`config.mk`:
```
export PLATFORM = sky130hd
export DESIGN_NAME = counter_read_responder_flat
export DESIGN_NICKNAME = d
export VERILOG_FILES = /design/src/rtl/counter_read_responder_if.sv /design/src/rtl/counter_read_responder.sv /design/src/flat_wrapper.sv
export SDC_FILE = /design/constraint.sdc
export NUM_CORES = 1
export LEC_CHECK = 0
export BUFFER_PORTS_ARGS = -buffer_cell sky130_fd_sc_hd__buf_2
export CELL_PAD_IN_SITES_DETAIL_PLACEMENT = 1
export CELL_PAD_IN_SITES_GLOBAL_PLACEMENT = 1
export CORE_ASPECT_RATIO = 0.7
export CORE_UTILIZATION = 30
export CTS_CLUSTER_SIZE = 20
export DETAILED_ROUTE_END_ITERATION = 7
export GPL_TIMING_DRIVEN = 0
export PLACE_DENSITY = 0.67
export SLEW_MARGIN = 20
export SYNTH_ARGS = -nofsm -noshare
export SYNTH_HDL_FRONTEND = slang
export SYNTH_SLANG_ARGS = --single-unit
```
`constraint.sdc`:
```
create_clock -name clk -period 2.1 [get_ports clk]
set_input_delay 0.42 -clock clk [delete_from_list [all_inputs] [get_ports clk]]
set_output_delay 0.42 -clock clk [all_outputs]
set_load 0.03 [all_outputs]
```
`src/rtl/counter_read_responder_if.sv`:
```
// Valid/ready read channel between a parent (initiator) and the counter
// read responder living inside a submodule.
interface counter_read_responder_if #(
    parameter int WIDTH = 8
);
    localparam int IW = $clog2(WIDTH);

    logic             req_valid;
    logic             req_ready;
    logic [1:0]       req_mode;
    logic             req_src;
    logic [IW-1:0]    req_lsb;
    logic [IW:0]      req_len;
    logic             rsp_valid;
    logic             rsp_ready;
    logic [WIDTH-1:0] rsp_data;
    logic             rsp_err;

    modport master (
        output req_valid, req_mode, req_src, req_lsb, req_len, rsp_ready,
        input  req_ready, rsp_valid, rsp_data, rsp_err
    );

    modport slave (
        input  req_valid, req_mode, req_src, req_lsb, req_len, rsp_ready,
        output req_ready, rsp_valid, rsp_data, rsp_err
    );
endinterface

```
`src/rtl/counter_read_responder.sv`:
```
// Free-running event counter with snapshot shadow, exposed to the parent
// through an explicit read channel (full word, bit select, range select)
// instead of hierarchical peeks.
module counter_read_responder #(
    parameter int WIDTH = 8,
    parameter int INC   = 1
) (
    input  logic clk,
    input  logic rst,
    input  logic cnt_en,
    input  logic cnt_clr,
    input  logic snap_capture,
    output logic wrap_flag,
    counter_read_responder_if.slave bus
);
    localparam int IW = $clog2(WIDTH);
    localparam logic [WIDTH-1:0] INC_W = WIDTH'(INC);

    typedef enum logic {IDLE, RESP} state_t;

    state_t           state, next_state;
    logic [WIDTH-1:0] counter, snapshot;
    logic [WIDTH:0]   sum;
    logic             accept;

    // Response computed from the pre-edge source value of the current request
    logic [WIDTH-1:0] src, shifted, range_mask, calc_data;
    logic [IW+1:0]    lsb_ext, len_ext, end_ext;
    logic             calc_err;

    // Carry out of the adder is the wrap indication
    assign sum    = {1'b0, counter} + {1'b0, INC_W};
    assign accept = bus.req_valid && bus.req_ready;

    // Counter and sticky wrap flag; clear beats increment
    always_ff @(posedge clk or posedge rst) begin
        if (rst) begin
            counter   <= '0;
            wrap_flag <= 1'b0;
        end else if (cnt_clr) begin
            counter   <= '0;
            wrap_flag <= 1'b0;
        end else if (cnt_en) begin
            counter <= sum[WIDTH-1:0];
            if (sum[WIDTH]) wrap_flag <= 1'b1;
        end
    end

    // Snapshot takes the value the counter holds before this edge
    always_ff @(posedge clk or posedge rst) begin
        if (rst)               snapshot <= '0;
        else if (snap_capture) snapshot <= counter;
    end

    // Decode the request into response data / error
    always_comb begin
        src        = bus.req_src ? snapshot : counter;
        lsb_ext    = (IW+2)'(bus.req_lsb);
        len_ext    = (IW+2)'(bus.req_len);
        end_ext    = lsb_ext + len_ext;
        shifted    = src >> bus.req_lsb;
        // Shifting all-ones past WIDTH leaves zero, so len >= WIDTH keeps every bit
        range_mask = ~({WIDTH{1'b1}} << bus.req_len);
        calc_data  = '0;
        calc_err   = 1'b0;
        case (bus.req_mode)
            2'b00: calc_data = src;
            2'b01: begin
                if (lsb_ext >= (IW+2)'(WIDTH)) calc_err = 1'b1;
                else calc_data = {{(WIDTH-1){1'b0}}, shifted[0]};
            end
            2'b10: begin
                if (len_ext == '0 || end_ext > (IW+2)'(WIDTH)) calc_err = 1'b1;
                else calc_data = shifted & range_mask;
            end
            default: calc_err = 1'b1;
        endcase
    end

    // Response registers update only on accept so they hold under backpressure
    always_ff @(posedge clk or posedge rst) begin
        if (rst) begin
            bus.rsp_data <= '0;
            bus.rsp_err  <= 1'b0;
        end else if (accept) begin
            bus.rsp_data <= calc_data;
            bus.rsp_err  <= calc_err;
        end
    end

    // FSM state register
    always_ff @(posedge clk or posedge rst) begin
        if (rst) state <= IDLE;
        else     state <= next_state;
    end

    // Next state and handshake outputs; a response handshake frees the slot
    // in the same cycle so back-to-back requests see no bubble
    always_comb begin
        next_state    = state;
        bus.req_ready = 1'b0;
        bus.rsp_valid = 1'b0;
        case (state)
            IDLE: begin
                bus.req_ready = 1'b1;
                if (bus.req_valid) next_state = RESP;
            end
            RESP: begin
                bus.rsp_valid = 1'b1;
                bus.req_ready = bus.rsp_ready;
                if (accept)             next_state = RESP;
                else if (bus.rsp_ready) next_state = IDLE;
            end
            default: next_state = IDLE;
        endcase
    end
endmodule

```
`src/flat_wrapper.sv`:
```
// flat-port wrapper written by rule: the top's interface ports become plain ports
module counter_read_responder_flat 
#(
    parameter int WIDTH = 8,
    parameter int INC   = 1
)
  (clk, rst, cnt_en, cnt_clr, snap_capture, wrap_flag, bus_req_valid, bus_req_mode, bus_req_src, bus_req_lsb, bus_req_len, bus_rsp_ready, bus_req_ready, bus_rsp_valid, bus_rsp_data, bus_rsp_err);
  counter_read_responder_if #(.WIDTH(WIDTH)) bus_i ();
  input  logic clk;
  input  logic rst;
  input  logic cnt_en;
  input  logic cnt_clr;
  input  logic snap_capture;
  output logic wrap_flag;
  input wire logic [$bits(bus_i.req_valid)-1:0] bus_req_valid;
  input wire logic [$bits(bus_i.req_mode)-1:0] bus_req_mode;
  input wire logic [$bits(bus_i.req_src)-1:0] bus_req_src;
  input wire logic [$bits(bus_i.req_lsb)-1:0] bus_req_lsb;
  input wire logic [$bits(bus_i.req_len)-1:0] bus_req_len;
  input wire logic [$bits(bus_i.rsp_ready)-1:0] bus_rsp_ready;
  output wire logic [$bits(bus_i.req_ready)-1:0] bus_req_ready;
  output wire logic [$bits(bus_i.rsp_valid)-1:0] bus_rsp_valid;
  output wire logic [$bits(bus_i.rsp_data)-1:0] bus_rsp_data;
  output wire logic [$bits(bus_i.rsp_err)-1:0] bus_rsp_err;
  assign bus_i.req_valid = bus_req_valid;
  assign bus_i.req_mode = bus_req_mode;
  assign bus_i.req_src = bus_req_src;
  assign bus_i.req_lsb = bus_req_lsb;
  assign bus_i.req_len = bus_req_len;
  assign bus_i.rsp_ready = bus_rsp_ready;
  assign bus_req_ready = bus_i.req_ready;
  assign bus_rsp_valid = bus_i.rsp_valid;
  assign bus_rsp_data = bus_i.rsp_data;
  assign bus_rsp_err = bus_i.rsp_err;
  counter_read_responder #(.WIDTH(WIDTH), .INC(INC)) u_core (.clk(clk), .rst(rst), .cnt_en(cnt_en), .cnt_clr(cnt_clr), .snap_capture(snap_capture), .wrap_flag(wrap_flag), .bus(bus_i));
endmodule
```
==> results of run 1 <==
## stage by stage
stage | worst slack, ps | util (%) | instance area (sq um)
after floorplan | -9.706 | - | 1879
after global placement | -534.4 | 36.00 | 2103
after detailed placement | -530.8 | 36.00 | 2103
after CTS | -12.95 | 38.66 | 2258
after global routing | -34.81 | 38.89 | 2272
final | 17.18 | 38.89 | 2272
## cells in the mapped netlist, types with 3 or more instances
cell type | count | area (sq um)
sky130_fd_sc_hd__nor3_1 | 4 | 20.02
sky130_fd_sc_hd__nor2_1 | 18 | 67.56
sky130_fd_sc_hd__mux4_2 | 7 | 157.7
sky130_fd_sc_hd__nand2b_1 | 3 | 18.77
sky130_fd_sc_hd__o21ai_0 | 9 | 45.04
sky130_fd_sc_hd__dfrtp_1 | 27 | 675.7
sky130_fd_sc_hd__a21oi_1 | 9 | 45.04
sky130_fd_sc_hd__mux2_2 | 9 | 101.4
sky130_fd_sc_hd__ha_1 | 4 | 50.05
sky130_fd_sc_hd__xor2_1 | 4 | 35.03
sky130_fd_sc_hd__mux2i_1 | 12 | 120.1
sky130_fd_sc_hd__nand2_1 | 18 | 67.56
sky130_fd_sc_hd__a21o_1 | 3 | 22.52
sky130_fd_sc_hd__or3_1 | 4 | 25.02
sky130_fd_sc_hd__inv_1 | 6 | 22.52
sky130_fd_sc_hd__clkbuf_1 | 5 | 18.77
## worst max-delay path, delay by kind of cell
family                     cells  cell delay [ps]
adders and majority gates      2              580
AOI/OAI and AO/OA              3              860
buffers and inverters          2              150
and+or+nand+nor                2              240
## where the power goes
part	internal, mW	switching (mW)
Clock	0.136	0.165
Combinational	0.122	0.149
Sequential	0.535	0.0170
## what timing repair did
| action | 4_1_cts | 5_1_grt |
|---|---|---|
| gates resized for setup | 17 | 4 |
| pin swaps | 9 | 3 |
| setup buffers | 5 | 1 |
| endpoints found under the hold margin | 0 | 0 |
| setup endpoints to repair | 7 | 5 |
## logic make-up (layout without fill, tap and decap cells)
| group | after synthesis | after routing | share of synthesized area [%] |
|---|---|---|---|
| DFF | 27 | 27 | 36.41 |
| muxes | 28 | 28 | 20.43 |
| adders and majority gates | 5 | 5 | 3.776 |
| xor gates and xnor gates | 5 | 5 | 2.360 |
| AOI/OAI and AO/OA | 40 | 40 | 16.18 |
| buffers and inverters | 18 | 53 | 5.124 |
| and+or+nand+nor | 58 | 58 | 15.71 |
## routing by layer
| metal | track usage [%] | wire, um | part of all wire (%) | vias to the layer above |
|---|---|---|---|---|
| li1 | - | - | - | 739 |
| met1 | 25.69 | 2663 | 53 | 754 |
| met2 | 24.29 | 2183 | 43 | 31 |
| met3 | 3.716 | 181 | 3.6 | 2 |
| met4 | 3.172 | 17 | 0.34 | 0 |
| met5 | 0 | 0 | 0 | - |
## area by class of cell
class	count	area [sq um]	share of cell area (%)
Buffer	11	67.56	2.974
Clock buffer	4	45.04	1.982
Inverter	6	30.03	1.322
Multi-Input combinational cell	136	1154	50.77
Sequential cell	27	675.6	29.74
Tap cell	75	93.84	4.130
Timing Repair Buffer	32	206.4	9.086
## state kept, by name, summed over array words and instances, names as in the netlist
signal and count:
u_core.snapshot 8, u_core.counter 8, u_core.bus.rsp_data 8, u_core.wrap_flag 1, u_core.state 1, u_core.bus.rsp_err 1
## how the worst max path moves through the flow
stage,cells after the start,from,endpoint,slack (ps)
6_report,9,bus_req_lsb[0],u_core.bus.rsp_data[1],20
5_1_grt,9,bus_req_lsb[0],u_core.bus.rsp_data[1],-30
4_1_cts,9,bus_req_lsb[0],u_core.bus.rsp_data[1],-10
3_5_place_dp,9,bus_req_lsb[0],u_core.bus.rsp_data[6],-530
3_3_place_gp,9,bus_req_lsb[0],u_core.bus.rsp_data[6],-530
2_1_floorplan,8,bus_req_len[0],u_core.bus.rsp_data[1],-10
==> results.md, run 1 <==
STA:
- The sum of negative setup slack is 0 ps.
- Clock skew on the completed layout was measured at 2.477 ps.
- The worst pin sits at a relative slew slack of 60.91%.
- The hold slack is 196.5 ps.
- Timing would allow up to 480.1 MHz.
- For the pin with the worst max-slew slack, the measured transition is 585.6 ps.
- The part of the cycle the worst path needs is 99.18%.
- The hold violation count in the final report came to 0.
- Setup repair after global routing could not meet its margin everywhere.
- The count of final max-slew check failures is 0.
- The final setup violation count is 0.
- Subtracting the final worst setup slack from the clock period gives 2083 ps.

Die:
- In this run the vertical extent of the chip is 67.80 um.
- The count of boundary I/O pins is 29.
- The total area inside the core boundary comes to 0.005842 sq mm.
- The die covers 0.006509 sq mm.
- The die width is 96 um.
- The floorplan has 23 rows.
- The starting density of the core is 31.76%.

Logic synthesis:
- The Yosys step of the flow raised 0 warnings.
- The count of flip-flops with a built-in enable after synthesis is 0.
- The most used flip-flop cell after synthesis is sky130_fd_sc_hd__dfrtp_1.
- The sequential fraction of the synthesis area is 36.41%.
- The post-synthesis instance total is 181.
- Summing every instance area after synthesis gives 0.001856 sq mm.
- The synthesized netlist net count is 203.
- The post-synthesis sequential element count is 27.
- The post-synthesis async set-or-reset flop share is 100.0%.
- The count of distinct cell types in the synthesized netlist is 47.
- The synthesized area per cell is 10.25 sq um.

Worst setup path:
- The cell with the largest stage delay on the worst path is sky130_fd_sc_hd__fa_2.
- The worst setup path is launched from an input pin.
- The flop-to-flop setup slack is 280 ps.
- The origin of the critical flop-to-flop path is u_core.counter[2].
- In this run the worst path has a maximum fanout of 4.
- The category of the critical setup timing path is in2reg.
- At the worst endpoint, the required time is 2260 ps.
- The depth of the worst register-to-register path is 5.
- The biggest cell delay along the critical path is 430 ps.
- The endpoint kind of the worst setup timing path is a flip-flop.
- Walking the worst path, the cells encountered are buf_12, ha_4, inv_2, fa_2, nor4bb_4, a211o_1, o21ai_4, nor2_4, a221o_1.
- Data arrives at the worst endpoint at 2250 ps.
- The reg-to-reg critical path endpoint is u_core.bus.rsp_data[1].

Route:
- The total number of vias is 1526.
- The average routed wire per standard cell is 17.34 um.
- After the first detailed-routing iteration, the DRC count stood at 63.
- The number of search-and-repair iterations in the first detailed-routing pass is 4.
- For this run, design rule violations remaining after detail routing come to 0.
- The vias per cell is 5.244.
- The final wirelength is 5045 um.
- The detail route stage leaves a number of antenna-violating nets equal to 0.

Clocking:
- The clock insertion delay at the later pin of the skew report is 270 ps.
- The maximum count of clock buffers along a single path is 2.
- CTS built an H-tree with a depth of 1.
- Clock-pin slew was measured on the worst setup and hold paths at 90 ps.
- Buffers inserted to repair hold after CTS numbered 0.
- TritonCTS created 3 clock buffers.
- Clock tree synthesis found a total of 27 sinks.
- The tree is rooted in a sky130_fd_sc_hd__clkbuf_8.
- TritonCTS built the clock tree.

Outcome:
- The run finished with clean final reports.

Finish:
- Leaving out fill and tap cells, the most frequent cell in the layout is sky130_fd_sc_hd__dfrtp_1.
- The layout cell share with drive strength beyond 1 is 32.87%.
- The filler cell count is 690.
- The post-synthesis to final-layout area growth is 22.45%.
- After the last flow step, the layout net total stands at 239.
- The repair_antennas step left the layout with diodes totalling 0.
- The library cells used most frequently in the layout, excluding fill and tap cells, are 27 x sky130_fd_sc_hd__dfrtp_1, 24 x sky130_fd_sc_hd__buf_2, 18 x sky130_fd_sc_hd__nand2_1.
- The count of cells in the finished layout, fillers not included, comes to 291.

Global routing:
- The total routing resource utilization after global routing is 16.90%.
- The initial antenna violation count is 0.
- The via count of the first global-routing pass was 1556.
- The largest net degree at the start of global routing is 28.
- The first-pass GRT wire length is 8093 um.
- Summed over all layers, the global routing overflow is 0.

Placed design:
- Detailed placement ended at an HPWL of 3656 um.
- After detailed placement, the design holds a cell count of 282.
- Routability-driven placement finished with a final weighted congestion of 0.7488.
- The count of buffers added on input and output ports is 26.

Flow run:
- Across the run, the number of max-cap violations was 0.

Power and ir drop:
- The peak supply drop is 0.1804 mV.
- The leakage dissipation is 1.045 nW.
- The overall power of the completed layout is 1.124 mW.
- The power density over the cells is 494.8 mW/mm^2.

Min path:
- In this run the worst hold path is classified as in2async.
No activity file was read; power rests on OpenSTA's default activity.
==> run 2, diff against run 1 <==
--- a/config.mk
+++ b/config.mk
@@ -8,7 +8,7 @@
 export BUFFER_PORTS_ARGS = -buffer_cell sky130_fd_sc_hd__buf_2
 export CELL_PAD_IN_SITES_DETAIL_PLACEMENT = 1
 export CELL_PAD_IN_SITES_GLOBAL_PLACEMENT = 1
-export CORE_ASPECT_RATIO = 0.7
+export CORE_ASPECT_RATIO = 1.5
 export CORE_UTILIZATION = 30
 export CTS_CLUSTER_SIZE = 20
 export DETAILED_ROUTE_END_ITERATION = 7
==> run 2 against run 1 <==
Against the previous run:
- die area about the same
- sequential cell count is the same
- non-clock buffer count fell by 2
==> results.md, run 2 (same netlist as run 1, synthesis figures left out) <==
Worst setup path:
- The origin of the critical flop-to-flop path is u_core.counter[1].
- The endpoint kind of the worst setup timing path is a flip-flop.
- The worst endpoint required time is 2290 ps (+30 ps).
- The depth of the worst register-to-register path is 5 (unchanged).
- The flop-to-flop setup slack came to 290 ps (about the same).
- The critical path startpoint is bus_req_len[1].
- The critical path data arrival time is 2240 ps (about the same).
- The largest fanout on the critical path is 7 (+3).
- The worst setup path is launched from an input pin.
- The category of the critical setup timing path is in2reg.
- The timing endpoint of the critical path is u_core.bus.rsp_data[0].
- The reg-to-reg critical path endpoint is u_core.bus.rsp_data[1].

STA:
- The final critical-path setup slack came to 43.62 ps (+26.44 ps).
- The transition time at the pin with the least slew margin is 603.2 ps (+17.66 ps).
- The count of final max-slew check failures is 0 (unchanged).
- Setup repair after global routing could not meet its margin everywhere.
- The part of the cycle the worst path needs was 97.92% (-1.3 points).
- The final setup violation count is 0 (unchanged).
- The worst max-slew margin expressed relative to the limit is 59.73% (-1.2 points).
- The hold violation count in the final report was 0 (unchanged).
- The final clock skew is 9.714 ps (+7.237 ps).
- The achievable clock frequency came to 486.3 MHz (+1.3%).
- The minimum clock period after layout came to 2056 ps (-26.44 ps).
- The sum of negative setup slack is 0 ps (unchanged).

Finish:
- The post-synthesis to final-layout area growth is 21.51%.
- The combined area of the multi-input logic cells is 0.001145 sq mm (-0.76%).
- The register cell area after layout is 675.6 sq um (unchanged).
- The largest registers in the layout are u_core.bus.rsp_data: 8 flops, u_core.counter: 8 flops, u_core.snapshot: 8 flops.
- In the layout the commonest cells are 27 x sky130_fd_sc_hd__dfrtp_1, 23 x sky130_fd_sc_hd__buf_2, 18 x sky130_fd_sc_hd__nand2_1.
- The filler cell count is 692 (+0.29%).
- The library cell used most frequently in the layout, excluding fill and tap cells, is sky130_fd_sc_hd__dfrtp_1.
- The number of antenna repair diodes is 0 (unchanged).
- The layout net count is 237 (-0.84%).
- The filler-free cell count of the finished design was 286 (-1.7%).
- The share of the core filled with cells was 38.41% (-0.49 points).
- The layout cell share with drive strength beyond 1 is 32.71% (-0.16 points).

Power and ir drop:
- The leakage dissipation is 1.026 nW (-1.8%).
- The power density over the cells is 499.7 mW/mm^2 (+1.0%).
- The peak supply drop is 0.2761 mV (+53%).
- The overall power of the completed layout is 1.127 mW (+0.23%).

Clocking:
- The number of hold-repair buffers added at the cts stage is 0 (unchanged).
- The clock-pin slew of the registers on the worst-case setup and hold paths is 100 ps (about the same).
- The clock insertion delay at the later pin of the skew report is 280 ps (about the same).
- The clock tree from TritonCTS is built.
- The clock tree root driver cell is sky130_fd_sc_hd__clkbuf_8.
- The CTS buffer count is 3 (unchanged).
- The number of H-tree levels was 1 (unchanged).
- The sink count of the clock tree is 27 (unchanged).
- The maximum count of clock buffers along a single path is 2 (unchanged).

Flow run:
- The number of violations of the max-capacitance limit came to 0 (unchanged).

Route:
- The number of DRC violations after detailed routing came to 0 (unchanged).
- The average routed wire per standard cell came to 17.20 um (-0.81%).
- The vias per cell is 5.346 (+1.9%).
- The iteration-0 DRC count of the detailed router came to 15 (-76%).
- The final wirelength is 4918 um (-2.5%).
- The number of search-and-repair iterations in the first detailed-routing pass is 4 (unchanged).
- The count of antenna-violating nets left after detailed routing is 0 (unchanged).
- The total number of vias is 1529 (+0.20%).

Placed design:
- The worst slack after detailed placement was -474.3 ps (+56.51 ps).
- The placer's final routability congestion estimate is 0.7573 (+1.1%).
- The total half-perimeter wirelength after legalization and detailed placement is 3614 um (-1.2%).
- The number of buffers added on ports was 26 (unchanged).
- The number of placed instances, taps included was 279 (-1.1%).

Global routing:
- The largest net degree at the start of global routing is 28 (unchanged).
- The initial antenna violation count is 0 (unchanged).
- The via count of the first global-routing pass is 1597 (+2.6%).
- The first-pass GRT wire length was 8059 um (-0.42%).
- The total routing resource utilization after global routing was 16.44% (-0.46 points).
- The overflow left after global routing was 0 (unchanged).

Die:
- The starting density of the core is 31.61% (-0.16 points).
- The die height is 98.32 um (+45%).
- The area of the core region is 0.005871 sq mm (+0.49%).
- The site row count was 34 (+48%).
- The count of boundary I/O pins was 29 (unchanged).
- The die width is 66.22 um (-31%).
- The area of the die is 0.006510 sq mm (about the same).

Outcome:
- The run finished with clean final reports.

Min path:
- The path type of the worst min-delay path is in2async.
[run 2: repair_timing]
item | CTS | global route
gates resized for setup | 12 | 7
pin swaps | 8 | 4
setup endpoints to repair | 5 | 6
setup buffers | 3 | 0
[run 2: cell type report]
class	count	area share (%)
well taps	72	3.996
clock inverters	1	0.3330
flip-flops and latches	27	29.97
inverters	6	1.332
clock buffers	3	1.831
plain buffers	12	3.496
repair buffers	29	8.269
multi-input cells	136	50.78
[run 2: worst max-delay path: stages]
cell and delay (ps):
sky130_fd_sc_hd__clkbuf_4 150, sky130_fd_sc_hd__inv_1 70, sky130_fd_sc_hd__fa_2 570, sky130_fd_sc_hd__nor4bb_2 200, sky130_fd_sc_hd__a211o_1 180, sky130_fd_sc_hd__o21ai_4 100
sky130_fd_sc_hd__buf_4 160, sky130_fd_sc_hd__o211a_1 200, sky130_fd_sc_hd__a311oi_1 180
[run 2: through the flow]
| stage | hold slack, ps | area (sq um) |
|---|---|---|
| finish | 197.9 | 2255 |
| global route | 240.3 | 2255 |
| CTS | 353.8 | 2225 |
| detailed placement | 495.8 | 2100 |
| global placement | 469.2 | 2100 |
| floorplan | 472.7 | 1879 |
[run 2: worst min path at each step]
| stage | depth (start not counted) | end | from |
|---|---|---|---|
| after floorplan | 1 | u_core.bus.rsp_data[0] | rst |
| after global placement | 2 | u_core.bus.rsp_err | u_core.bus.rsp_err |
| after detailed placement | 2 | u_core.bus.rsp_data[3] | u_core.bus.rsp_data[3] |
| after CTS | 2 | u_core.state | bus_req_valid |
| after global routing | 2 | u_core.bus.rsp_data[3] | rst |
| final | 2 | u_core.bus.rsp_data[3] | rst |
[run 2: power breakdown]
group | leakage (nW) | switching (mW) | internal, mW
combinational | 0.635 | 0.144 | 0.116
sequential | 0.369 | 0.0163 | 0.535
clock | 0.0217 | 0.179 | 0.135
[run 2: layer usage]
layer | up-vias | part of all wire, % | GRT usage, %
met5 | - | 0 | 0
met4 | 0 | 1.4 | 5.401
met3 | 5 | 1.7 | 1.402
met2 | 16 | 55 | 29.51
met1 | 773 | 42 | 20.07
li1 | 735 | - | -
